**config.mk**
```make
export PLATFORM = sky130hd
export DESIGN_NAME = dadda_mult_pipe
export DESIGN_NICKNAME = d
export VERILOG_FILES = /design/src/rtl/dadda_pkg.sv /design/src/rtl/dadda_tree.sv /design/src/rtl/dadda_mult_pipe.sv
export SDC_FILE = /design/constraint.sdc
export NUM_CORES = 1
export LEC_CHECK = 0
export ABC_AREA = 1
export BUFFER_PORTS_ARGS = -buffer_cell sky130_fd_sc_hd__buf_2
export CAP_MARGIN = 20
export CORE_MARGIN = 2
export CORE_UTILIZATION = 25
export DETAILED_ROUTE_END_ITERATION = 6
export GPL_TIMING_DRIVEN = 0
export HOLD_SLACK_MARGIN = 0.15
export PLACE_DENSITY_LB_ADDON = 0.08
export SLEW_MARGIN = 20
export SYNTH_ARGS = -nofsm -noshare
export SYNTH_HDL_FRONTEND = slang
export SYNTH_HIERARCHICAL = 1
export SYNTH_SLANG_ARGS = --single-unit
```
**constraint.sdc**
```tcl
create_clock -name clk -period 3.3 [get_ports clk]
set_input_delay 0 -clock clk [delete_from_list [all_inputs] [get_ports clk]]
set_output_delay 0 -clock clk [all_outputs]
set_load 0.01 [all_outputs]
```
**src/rtl/dadda_pkg.sv**
```systemverilog
// dadda_pkg: Dadda height sequence, pipeline depth and result-width helpers shared by the multiplier.
package dadda_pkg;
  localparam int PIPE_STAGES = 3;
  function automatic int dadda_height(input int j);
    int d;
    d = 2;
    for (int i = 1; i < j; i++) d = d * 3 / 2;
    return d;
  endfunction
  function automatic int dadda_stages(input int h);
    int n;
    n = 0;
    for (int j = 1; j < 16; j++) if (dadda_height(j) < h) n = j;
    return n;
  endfunction
  function automatic int prod_w(input int w);
    return 2 * w;
  endfunction
endpackage

```
**src/rtl/dadda_tree.sv**
```systemverilog
// dadda_tree: partial products and Dadda column reduction down to two rows.
// Signed (Baugh-Wooley) support only when DADDA_MULT_PIPE_SIGNED_EN is defined.
module dadda_tree
  import dadda_pkg::*;
#(
  parameter int WIDTH = 8
) (
  input  logic [WIDTH-1:0]         a,
  input  logic [WIDTH-1:0]         b,
  input  logic                     sgn,
  output logic [prod_w(WIDTH)-1:0] row0,
  output logic [prod_w(WIDTH)-1:0] row1
);
  localparam int PW  = prod_w(WIDTH);
  localparam int H   = WIDTH + 1;
  localparam int NST = dadda_stages(WIDTH);
`ifndef DADDA_MULT_PIPE_SIGNED_EN
  logic unused_sgn;
  assign unused_sgn = sgn;
`endif
  always_comb begin
    logic [H-1:0] col [PW];
    logic [H-1:0] nxt [PW];
    int cnt [PW];
    int ncnt [PW];
    int k;
    int d;
    for (int c = 0; c < PW; c++) begin
      col[c] = '0;
      cnt[c] = 0;
      nxt[c] = '0;
      ncnt[c] = 0;
    end
    k = 0;
    d = 0;
    for (int i = 0; i < WIDTH; i++)
      for (int j = 0; j < WIDTH; j++) begin
`ifdef DADDA_MULT_PIPE_SIGNED_EN
        col[i+j][cnt[i+j]] = (a[j] & b[i]) ^ (sgn & ((i == WIDTH-1) != (j == WIDTH-1)));
`else
        col[i+j][cnt[i+j]] = a[j] & b[i];
`endif
        cnt[i+j]++;
      end
`ifdef DADDA_MULT_PIPE_SIGNED_EN
    // Baugh-Wooley correction: +2^WIDTH and +2^(2*WIDTH-1) in signed mode
    col[WIDTH][cnt[WIDTH]] = sgn;
    cnt[WIDTH]++;
    col[PW-1][cnt[PW-1]] = sgn;
    cnt[PW-1]++;
`endif
    for (int s = NST; s >= 1; s--) begin
      d = dadda_height(s);
      for (int c = 0; c < PW; c++) begin
        nxt[c] = '0;
        ncnt[c] = 0;
      end
      // carries land in nxt[c+1] before column c+1 is visited, so its height already counts them
      for (int c = 0; c < PW; c++) begin
        k = 0;
        for (int r = 0; r < H; r++)
          if (cnt[c] - k + ncnt[c] > d && cnt[c] - k >= 2) begin
            if (cnt[c] - k + ncnt[c] - d >= 2 && cnt[c] - k >= 3) begin
              nxt[c][ncnt[c]] = col[c][k] ^ col[c][k+1] ^ col[c][k+2];
              if (c < PW - 1) begin
                nxt[c+1][ncnt[c+1]] = (col[c][k] & col[c][k+1]) | (col[c][k+2] & (col[c][k] ^ col[c][k+1]));
                ncnt[c+1]++;
              end
              k += 3;
            end else begin
              nxt[c][ncnt[c]] = col[c][k] ^ col[c][k+1];
              if (c < PW - 1) begin
                nxt[c+1][ncnt[c+1]] = col[c][k] & col[c][k+1];
                ncnt[c+1]++;
              end
              k += 2;
            end
            ncnt[c]++;
          end
        for (int r = 0; r < H; r++)
          if (r >= k && r < cnt[c]) begin
            nxt[c][ncnt[c]] = col[c][r];
            ncnt[c]++;
          end
      end
      col = nxt;
      cnt = ncnt;
    end
    for (int c = 0; c < PW; c++) begin
      row0[c] = col[c][0];
      row1[c] = col[c][1];
    end
  end
endmodule

```
**src/rtl/dadda_mult_pipe.sv**
```systemverilog
// dadda_mult_pipe: 3-stage valid/ready pipelined Dadda multiplier with sideband tag.
// Signed operation is enabled by defining DADDA_MULT_PIPE_SIGNED_EN.
module dadda_mult_pipe
  import dadda_pkg::*;
#(
  parameter int WIDTH = 8,
  parameter int TAG_W = 4
) (
  input  logic                     clk,
  input  logic                     rst_n,
  input  logic                     in_valid,
  output logic                     in_ready,
  input  logic [WIDTH-1:0]         in_a,
  input  logic [WIDTH-1:0]         in_b,
  input  logic                     in_signed,
  input  logic [TAG_W-1:0]         in_tag,
  output logic                     out_valid,
  input  logic                     out_ready,
  output logic [prod_w(WIDTH)-1:0] out_y,
  output logic [TAG_W-1:0]         out_tag
);
  localparam int PW = prod_w(WIDTH);
  logic             v1, v2, ld1, ld2, ld3, sgn1;
  logic [WIDTH-1:0] a1, b1;
  logic [TAG_W-1:0] tag1, tag2;
  logic [PW-1:0]    t0, t1, r0, r1;
  assign ld3 = !out_valid || out_ready;
  assign ld2 = !v2 || ld3;
  assign ld1 = !v1 || ld2;
  assign in_ready = ld1;
  dadda_tree #(.WIDTH(WIDTH)) u_tree (.a(a1), .b(b1), .sgn(sgn1), .row0(t0), .row1(t1));
  always_ff @(posedge clk or negedge rst_n) begin
    if (!rst_n) begin
      v1 <= 1'b0;
      v2 <= 1'b0;
      out_valid <= 1'b0;
      out_y <= '0;
      out_tag <= '0;
    end else begin
      if (ld1) v1 <= in_valid;
      if (ld2) v2 <= v1;
      if (ld3) out_valid <= v2;
      if (ld3 && v2) begin
        out_y <= r0 + r1;
        out_tag <= tag2;
      end
    end
  end
  // operand datapath is deliberately unreset; valid bits qualify it
  always_ff @(posedge clk) begin
    if (ld1 && in_valid) begin
      a1 <= in_a;
      b1 <= in_b;
      sgn1 <= in_signed;
      tag1 <= in_tag;
    end
    if (ld2 && v1) begin
      r0 <= t0;
      r1 <= t1;
      tag2 <= tag1;
    end
  end
endmodule
```
==> results.md <==
- GR Overflow Total: 0
- Vias in the first global route: about 3,400
- Slew @ Worst Pin: between 1000 and 1500 ps
- Clk_lat worst skew: 350 ps
- Dpl cell area: 5555 um2
- Most frequent cells in the layout: 188 x nand2_1, 114 x inv_1, 56 x edfxtp_1, 47 x buf_2, 36 x fa_1
- Fraction of layout cells with a size suffix above 1: 0.1570
- Worst Reg-to-Reg Cells: 9
- Hold Crit Class: input pin to async pin
- Internal: 2.726 mW
- Pre-Repair DR Iteration Count: 4
- Worst Setup Slack post-DPL: 367.8 ps
- Leak: 3.172 nW
- First-pass GRT wire length: roughly 17,000 um
- VDD IR max: 0.2592 mV
- CP endpoint kind: flip-flop
- Ports: 47
- Num CTS Buffers: 9
- Final Cycle Share: 0.8863
- Final antenna diode count: 0
- Combinational power share: 0.409
- Crit start category: flip-flop
- Synthesized area per cell: approximately 9.4 um2
- Final Hold Vio Count: 0
- IO Port Bufs: 45
- WS Path Type: flip-flop to flip-flop
- Starting Density: 0.2556
- Hpwl dp: between 7000 and 8000 um
- Dpl cells: 843
- Post-Syn Instances: 531
- Clock power frac: 0.238
- Die ar.: 21,110 um2
- Buffer count from post-CTS setup fixing: 0
- Pin count of the biggest net entering global routing: 37
- Drt wl/cell: ~11 um
- Row Count: 51
- Worst-path clk slew: ~60 ps
- # H-tree levels: 3
- Data required, critical path: 3380 ps
- Most common cell after layout, fill and taps aside: nand2_1
- Syn. warnings: 6
- Switching pwr: roughly 1.6 mW
- Layout fillers: 2,119
- Vias: 3,281
- Nets@finish: 696
- Fmax: 341.9 MHz
- Root buf cell: clkbuf_16
- TritonCTS sink count: 79
- Power, Total: 4.313 mW
- CTS tree: done
- Post-layout min period: 2925 ps
- Synthesized cell area: about 5000 um2
- Reg power frac: 0.353
- Max FO, Critical Path: 8
- Total Negative Setup Slacks: 0 ps
- Worst setup margin: ~380 ps
- Final WL: 9654 um
- Antenna Nets Post-Route: 0
- Chip Height: between 100 and 150 um
- Residual DRC: 0
- Antenna violations before repair: 0
- Gpl congestion: 0.7834
- Die X: 145.3 um
- Vias/cell: 3.716
- Crit path DAT: approximately 3000 ps
- Post-route insts no fill: 883
- Sw Ratio: 0.3679
- RSZ-0062 raised after global routing: false
- Hold WS: 162.1 ps
- Fin. max-slew vios: 0
- Max Cap Viol: 0
- Post-route cell area: around 6100 um2
- Slew HR: 0.3303
- Synth-to-layout area growth: 22.39%
- Bufs on Longest Clock Path: 2
- Worst Skew: 8.777 ps
- CORE AREA: 19,530 um2
- Final core utilization: 0.3128
- First DRT Iteration DRCs: 146
- Total track usage: 0.1015
- Pwr per Cell Area: 706.1 nW/um2
- Outcome: completed
- Count of final setup violators: 0
final timing paths:
| kind | to | slack, ps | startpoint |
|---|---|---|---|
| max in group asynchronous | out_y[14] | 2790 | rst_n |
| worst min-delay path | out_y[0] | 160 | rst_n |
| worst min register to register | tag2[3] | 420 | tag1[3] |
| min in group clk | a1[5] | 360 | in_a[5] |
| worst max-delay path | r1[9] | 380 | b1[2] |
| worst max register to register | r1[9] | 380 | b1[2] |
state kept, by name (all words and copies together), names as in the netlist:
| register | cells |
|---|---|
| out_y | 16 |
| r0 | 16 |
| r1 | 16 |
| a1 | 8 |
| b1 | 8 |
| out_tag | 4 |
| tag1 | 4 |
| tag2 | 4 |
| out_valid | 1 |
| v1 | 1 |
| v2 | 1 |
power groups by stage:
stage | registers [mW] | clock network (mW) | logic, mW
global placement | 1.55 | 0 | 1.78
CTS | 1.53 | 1.07 | 1.82
detailed placement | 1.55 | 0 | 1.79
global route | 1.56 | 1.10 | 2.09
floorplan | 1.59 | 0 | 1.22
finish | 1.52 | 1.03 | 1.76
repair_timing:
action	in CTS	in global routing
setup endpoints to repair	0	0
endpoints found under the hold margin	46	0
hold buffers	24	0
resized for setup	0	0
critical path, stage by stage (launching register included):
cell and delay [ps]:
edfxtp_1 370, buf_6 150, nand2_1 60, inv_1 50, fa_1 530, inv_1 50, fa_1 470, inv_1 50
fa_1 460, fa_1 460
per-layer routing:
metal  vias to the layer above  part of all wire  GRT usage
li1                       1739                 -          -
met1                      1479              0.48     0.1281
met2                        51              0.46     0.1656
met3                        12             0.042    0.02956
met4                         0             0.016    0.03676
met5                         -                 0          0
final cells by class:
type	instances	area, um2	share of cell area
Buffer	22	224.0	0.03667
Clock buffer	13	292.8	0.04793
Clock inverter	3	20.02	0.003277
Inverter	121	454.2	0.07435
Multi-Input combinational cell	311	2063	0.3378
Sequential cell	79	2257	0.3695
Tap cell	265	331.6	0.05428
Timing Repair Buffer	69	465.4	0.07620
Note: power is estimated with default switching activity, not from simulation.
